`config.mk`:
```
export PLATFORM = sky130hd
export DESIGN_NAME = pkmc_wbdma
export DESIGN_NICKNAME = d
export VERILOG_FILES = /design/src/rtl/pkmc_wbdma_defines.sv /design/src/rtl/pkmc_wbdma_wdog.sv /design/src/rtl/pkmc_wbdma.sv
export SDC_FILE = /design/constraint.sdc
export NUM_CORES = 1
export LEC_CHECK = 0
export CAP_MARGIN = 20
export CELL_PAD_IN_SITES_DETAIL_PLACEMENT = 2
export CELL_PAD_IN_SITES_GLOBAL_PLACEMENT = 2
export CORE_MARGIN = 8
export CORE_UTILIZATION = 31
export CTS_BUF_LIST = sky130_fd_sc_hd__clkbuf_16
export CTS_CLUSTER_DIAMETER = 50
export DETAILED_ROUTE_END_ITERATION = 12
export PLACE_DENSITY = 0.91
export SYNTH_ARGS = -nofsm -noshare
export SYNTH_HDL_FRONTEND = slang
export SYNTH_HIERARCHICAL = 1
export SYNTH_SLANG_ARGS = --single-unit
```
`constraint.sdc`:
```
create_clock -name wb_clk_i -period 7.8 [get_ports wb_clk_i]
set_input_delay 1.56 -clock wb_clk_i [delete_from_list [all_inputs] [get_ports wb_clk_i]]
set_output_delay 1.56 -clock wb_clk_i [all_outputs]
set_load 0.01 [all_outputs]
```
`src/rtl/pkmc_wbdma_defines.sv`:
```
// Shared definitions for the Wishbone block-copy initiator:
// FSM state encoding, byte-lane select constant and word address step.
package pkmc_wbdma_defines;

  typedef enum logic [2:0] {
    ST_IDLE = 3'd0,
    ST_RD   = 3'd1,
    ST_RGAP = 3'd2,
    ST_WR   = 3'd3,
    ST_WGAP = 3'd4,
    ST_DONE = 3'd5
  } state_e;

  localparam logic [3:0]  SEL_ALL  = 4'hF;
  localparam logic [31:0] ADDR_INC = 32'd4;

  // Byte addresses are forced onto a word boundary.
  function automatic logic [31:0] word_align(input logic [31:0] a);
    return {a[31:2], 2'b00};
  endfunction

endpackage

```
`src/rtl/pkmc_wbdma_wdog.sv`:
```
// Loadable down-counter used as the bus wait watchdog. It is reloaded
// while no strobe is outstanding and counts down while one is; the
// timeout output is raised in the strobe cycle where the count is zero.
module pkmc_wbdma_wdog #(
  parameter int CNT_W = 8
) (
  input  logic             i_clk,
  input  logic             i_rst,
  input  logic             i_clr,
  input  logic             i_load,
  input  logic [CNT_W-1:0] i_load_val,
  input  logic             i_en,
  output logic             o_timeout
);

  logic [CNT_W-1:0] r_cnt;

  // Clear beats load beats count; the counter saturates at zero.
  always_ff @(posedge i_clk or posedge i_rst) begin
    if (i_rst) begin
      r_cnt <= '0;
    end else if (i_clr) begin
      r_cnt <= '0;
    end else if (i_load) begin
      r_cnt <= i_load_val;
    end else if (i_en && (r_cnt != '0)) begin
      r_cnt <= r_cnt - CNT_W'(1);
    end
  end

  assign o_timeout = i_en && (r_cnt == '0);

endmodule

```
`src/rtl/pkmc_wbdma.sv`:
```
// Wishbone block-copy initiator: for each word, one single read from the
// source pointer followed by one single write to the destination pointer,
// with one idle bus cycle after every access.
//
// Bus handshake: an access is outstanding while wb_cyc_o/wb_stb_o are high;
// it ends in the first clock edge where the slave raises ack, err or rty
// (err > ack > rty). All bus outputs are registers, so nothing on the bus
// depends combinationally on the slave's termination inputs.
module pkmc_wbdma
  import pkmc_wbdma_defines::*;
#(
  parameter int LEN_W    = 16,
  parameter int MAX_WAIT = 255
) (
  input  logic             wb_clk_i,
  input  logic             wb_rst_i,
  input  logic             start_i,
  input  logic [31:0]      src_i,
  input  logic [31:0]      dst_i,
  input  logic [LEN_W-1:0] len_i,
  output logic             busy_o,
  output logic             done_o,
  output logic             err_o,
  output logic [LEN_W-1:0] cnt_o,
  output logic [31:0]      wb_adr_o,
  output logic [31:0]      wb_dat_o,
  input  logic [31:0]      wb_dat_i,
  output logic [3:0]       wb_sel_o,
  output logic             wb_we_o,
  output logic             wb_cyc_o,
  output logic             wb_stb_o,
  input  logic             wb_ack_i,
  input  logic             wb_err_i,
  input  logic             wb_rty_i,
  output logic [2:0]       dbg_state_o
);

  localparam int WD_W = $clog2(MAX_WAIT + 1);

  state_e           r_state;
  logic [31:0]      r_src;
  logic [31:0]      r_dst;
  logic [LEN_W-1:0] r_len;
  logic [LEN_W-1:0] r_cnt;
  logic [31:0]      r_data;
  logic [31:0]      r_adr;
  logic             r_cyc;
  logic             r_we;
  logic             r_retry;
  logic             r_busy;
  logic             r_done;
  logic             r_err;

  logic             w_in_stb;
  logic             w_wd_load;
  logic             w_wd_clr;
  logic             w_timeout;

  // The watchdog is armed in every non-strobe state so each entry to RD or
  // WR starts a fresh MAX_WAIT window; stb cycle k sees MAX_WAIT-k.
  assign w_in_stb  = (r_state == ST_RD) || (r_state == ST_WR);
  assign w_wd_clr  = (r_state == ST_DONE);
  assign w_wd_load = (r_state == ST_IDLE) || (r_state == ST_RGAP) ||
                     (r_state == ST_WGAP);

  pkmc_wbdma_wdog #(
    .CNT_W (WD_W)
  ) u_wdog (
    .i_clk      (wb_clk_i),
    .i_rst      (wb_rst_i),
    .i_clr      (w_wd_clr),
    .i_load     (w_wd_load),
    .i_load_val (WD_W'(MAX_WAIT - 1)),
    .i_en       (w_in_stb),
    .o_timeout  (w_timeout)
  );

  // Copy FSM; every output is registered alongside the state.
  always_ff @(posedge wb_clk_i or posedge wb_rst_i) begin
    if (wb_rst_i) begin
      r_state <= ST_IDLE;
      r_src   <= '0;
      r_dst   <= '0;
      r_len   <= '0;
      r_cnt   <= '0;
      r_data  <= '0;
      r_adr   <= '0;
      r_cyc   <= 1'b0;
      r_we    <= 1'b0;
      r_retry <= 1'b0;
      r_busy  <= 1'b0;
      r_done  <= 1'b0;
      r_err   <= 1'b0;
    end else begin
      r_done <= (r_state == ST_DONE);
      case (r_state)
        ST_IDLE: begin
          if (start_i) begin
            r_err <= 1'b0;
            r_cnt <= '0;
            if (len_i != '0) begin
              r_src   <= word_align(src_i);
              r_dst   <= word_align(dst_i);
              r_len   <= len_i;
              r_retry <= 1'b0;
              r_busy  <= 1'b1;
              r_adr   <= word_align(src_i);
              r_we    <= 1'b0;
              r_cyc   <= 1'b1;
              r_state <= ST_RD;
            end else begin
              r_state <= ST_DONE;
            end
          end
        end
        ST_RD: begin
          if (wb_err_i) begin
            r_err   <= 1'b1;
            r_cyc   <= 1'b0;
            r_busy  <= 1'b0;
            r_state <= ST_DONE;
          end else if (wb_ack_i) begin
            r_data  <= wb_dat_i;
            r_cyc   <= 1'b0;
            r_state <= ST_RGAP;
          end else if (wb_rty_i) begin
            r_retry <= 1'b1;
            r_cyc   <= 1'b0;
            r_state <= ST_RGAP;
          end else if (w_timeout) begin
            r_err   <= 1'b1;
            r_cyc   <= 1'b0;
            r_busy  <= 1'b0;
            r_state <= ST_DONE;
          end
        end
        ST_RGAP: begin
          r_cyc   <= 1'b1;
          r_retry <= 1'b0;
          if (r_retry) begin
            r_adr   <= r_src;
            r_we    <= 1'b0;
            r_state <= ST_RD;
          end else begin
            r_adr   <= r_dst;
            r_we    <= 1'b1;
            r_state <= ST_WR;
          end
        end
        ST_WR: begin
          if (wb_err_i) begin
            r_err   <= 1'b1;
            r_cyc   <= 1'b0;
            r_we    <= 1'b0;
            r_busy  <= 1'b0;
            r_state <= ST_DONE;
          end else if (wb_ack_i) begin
            r_cnt   <= r_cnt + LEN_W'(1);
            r_cyc   <= 1'b0;
            r_we    <= 1'b0;
            r_state <= ST_WGAP;
          end else if (wb_rty_i) begin
            r_retry <= 1'b1;
            r_cyc   <= 1'b0;
            r_we    <= 1'b0;
            r_state <= ST_WGAP;
          end else if (w_timeout) begin
            r_err   <= 1'b1;
            r_cyc   <= 1'b0;
            r_we    <= 1'b0;
            r_busy  <= 1'b0;
            r_state <= ST_DONE;
          end
        end
        ST_WGAP: begin
          r_retry <= 1'b0;
          if (r_retry) begin
            r_adr   <= r_dst;
            r_we    <= 1'b1;
            r_cyc   <= 1'b1;
            r_state <= ST_WR;
          end else if (r_cnt == r_len) begin
            r_busy  <= 1'b0;
            r_state <= ST_DONE;
          end else begin
            r_src   <= r_src + ADDR_INC;
            r_dst   <= r_dst + ADDR_INC;
            r_adr   <= r_src + ADDR_INC;
            r_we    <= 1'b0;
            r_cyc   <= 1'b1;
            r_state <= ST_RD;
          end
        end
        ST_DONE: begin
          r_state <= ST_IDLE;
        end
        default: begin
          r_state <= ST_IDLE;
        end
      endcase
    end
  end

  assign busy_o      = r_busy;
  assign done_o      = r_done;
  assign err_o       = r_err;
  assign cnt_o       = r_cnt;
  assign wb_adr_o    = r_adr;
  assign wb_dat_o    = r_data;
  assign wb_sel_o    = SEL_ALL;
  assign wb_we_o     = r_we;
  assign wb_cyc_o    = r_cyc;
  assign wb_stb_o    = r_cyc;
  assign dbg_state_o = r_state;

endmodule

```
==> run metrics <==
hold slack 0.502 ns; H-tree depth 4; die width 195 µm; first-pass GRT wire length 65400 µm; RSZ-0062 raised after global routing no; critical path data arrival time 4.70 ns; # IOs 211; net switching power 2100 µW; Antenna Cells 0; maxcap violations 0; Crit Path Class input port to flop; Slew @ Worst Pin 1.02 ns; antenna violations before repair 0; ys async rst share 100%; Critical Path End Type flop; largest net degree at the start of global routing 84; Leakage 0.00507 µW; die height 195 µm; layout cell share with drive strength beyond 1 8.94%; CTS tree done; RePlAce Congestion 0.859; Worst EP required 8.12 ns; Final ANT Viol Nets 0; critical path peak fanout 24; std cell rows 65; FF-to-FF End r_src[31]$_DFFE_PP0P_; combinational share of power 45.5%; Post-CTS Resized 0; initial core utilization 31.5%; Setup Fix Bufs, Post-CTS 0; clk buf depth 2; Die ar. 37900 µm²; Vias/cell 5.90; final worst-path cycle share 56.1%; Critical R2R Launch dbg_state_o[2]$_DFFE_PP0N_; Post-synth EDFFs 0; vias in the first global route 10.9k; drt drc 0; number of fill cells 3418; placed cell area 12200 µm²; aggregate negative setup slack 0 ns; flop2flop setup slack 4.27 ns; Fin. Hold Viols 0; cell internal pwr 2800 µW; Nets 1398; critical hold path startpoint wb_adr_o[13]$_DFFE_PP0P_; Net Sw Frac 42.9%; power per cell area 383 nW/µm²; vias post-DR 9963; Final HPWL DP 30000 µm; Port-buffer cells 202; DR WL/cell 24.8 µm; WHS Endpoint wb_adr_o[13]$_DFFE_PP0P_; grt total ovfl 0; Seq/Total Area, Yosys 43.5%; VDD IR max 0.185 mV; # hold bufs at CTS 0; initial drt markers 686; drt first pass iters 6; footprint of the multi-input gates 5180 µm²; Final setup viols 0; Total Routing Usage GR 21.8%; Clock transition at path regs 0.07 ns; minimum clock period 4.38 ns; TritonCTS buffer count 17; Power, Total 4900 µW; sequential share of power 36.8%; Synth Flop Type dfrtp_1; worst clock skew 0.0147 ns; status finished, final reports clean; Cell Area, Synth 9900 µm²; final instance area 12800 µm²; depth of the most critical reg-to-reg path 6; Clock power frac 17.7%; Sink Count 172; final wirelength 41900 µm; Yosys reg bits 172; Post-Synthesis Cells 1108; sequential cell area 4300 µm²; Ys Warns 6; Final Max Slew Viols 0; Slew HR 31.6%; Min-Delay Path Class flop to flop; Yosys cell types 80; Post-Syn Area per Cell 8.94 µm²; Skew-Pair Late Insertion Delay 0.46 ns; Min-Delay Path Depth 1; core area 31500 µm²; area growth from synthesis to layout 29.4%; clk root buf clkbuf_16; Fmax 228 MHz; Critical Path Start Type input port
[state kept, by name, indices dropped and copies added (netlist names), 3 cells and up]
| signal | cells |
|---|---|
| wb_dat_o | 32 |
| wb_adr_o | 31 |
| r_dst | 30 |
| r_src | 30 |
| cnt_o | 16 |
| r_len | 16 |
| u_wdog/r_cnt | 8 |
| dbg_state_o | 3 |
[power groups by stage]
stage	registers [µW]	clock network [µW]	logic (µW)
3_5_place_dp	1800	0	2230
4_1_cts	1790	882	2250
5_1_grt	1860	913	2430
6_report	1800	865	2230
2_1_floorplan	1650	0	1360
3_3_place_gp	1750	0	2100
[how the worst max path moves through the flow]
stage | startpoint | cells after the start | slack [ns] | end
floorplan | wb_rst_i | 1 | 1.81 | busy_o$_DFFE_PP0P_
global placement | start_i | 9 | 3.07 | r_dst[13]$_DFFE_PP0P_
detailed placement | start_i | 9 | 2.96 | r_dst[13]$_DFFE_PP0P_
CTS | start_i | 9 | 3.46 | r_dst[29]$_DFFE_PP0P_
global route | start_i | 9 | 3.24 | r_dst[17]$_DFFE_PP0P_
finish | start_i | 9 | 3.42 | r_dst[29]$_DFFE_PP0P_
[layer usage]
metal,routed length [µm],up-vias,global-route usage [%],part of all wire [%]
met1,17700,5161,26.6,42
met3,2200,78,4.02,5.2
li1,-,4381,-,-
met4,1020,0,6.88,2.4
met2,21000,343,38.4,50
met5,0,-,0,0
[cells in the final DEF, fill, tap and decap left out, types with 17 or more instances in the layout]
master,n
clkdlybuf4s50_1,202
dfrtp_1,172
nand2_1,132
nor2_1,126
a21oi_1,77
o21ai_0,53
nand3_1,45
a31oi_1,39
mux2_2,37
xor2_1,34
nand4_1,23
xnor2_1,21
inv_1,20
nor3_1,20
a222oi_1,19
buf_4,19
o22a_1,17
clkbuf_16,17
[stage by stage]
step | setup WS (ns) | util [%] | std cells
4_1_cts | 3.46 | 40.7 | 1687
6_report | 3.42 | 40.7 | 1688
3_3_place_gp | 3.07 | 38.9 | 1657
2_1_floorplan | 1.81 | - | 1118
5_1_grt | 3.24 | 40.7 | 1688
3_5_place_dp | 2.96 | 38.9 | 1658
[worst max-delay path, stage by stage]
cell             delay (ns)
clkdlybuf4s50_1        0.61
nor4b_4                0.88
o41ai_4                0.22
nand2_1                0.12
buf_4                  0.34
o21ai_2                0.30
buf_4                  0.31
o21ai_0                0.20
o21ai_0                0.13
[synthesized netlist by cell type (9+ instances only)]
cell	instances	area share [%]
a21oi_1	77	3.9
a221oi_1	9	0.80
a222oi_1	19	1.9
a31oi_1	39	2.5
and3_1	13	0.82
buf_2	15	0.76
clkbuf_1	54	2.0
dfrtp_1	172	43
inv_1	20	0.76
mux2_2	37	4.2
nand2_1	132	5.0
nand3_1	45	2.3
nand4_1	23	1.5
nor2_1	128	4.9
nor3_1	20	1.0
nor4_1	9	0.57
o21ai_0	53	2.7
o22a_1	17	1.5
o22ai_1	13	0.82
or3_1	11	0.69
xnor2_1	21	1.9
xor2_1	34	3.0
[layout make-up]
class	instances	share of cell area [%]
multi-input combinational	841	40.4
sequential	172	33.6
timing repair buffer	223	17.1
tap	402	3.93
clock buffer	17	3.32
clock inverter	12	1.04
inverter	21	0.654
[logic make-up (layout without fill, tap and decap cells)]
logic type                 count (synthesis)  in the layout  share of synthesized area, %
DFF                                      172            172                          43.5
buffers and inverters                    105            273                          4.93
xor gates and xnor gates                  55             55                          4.86
adders and majority gates                  4              4                         0.505
other                                      2             12                        0.0758
AOI/OAI and AO/OA                        294            294                          20.1
and+or+nand+nor                          431            431                          21.1
muxes                                     45             45                          5.02
No activity file was read; power rests on OpenSTA's default activity.
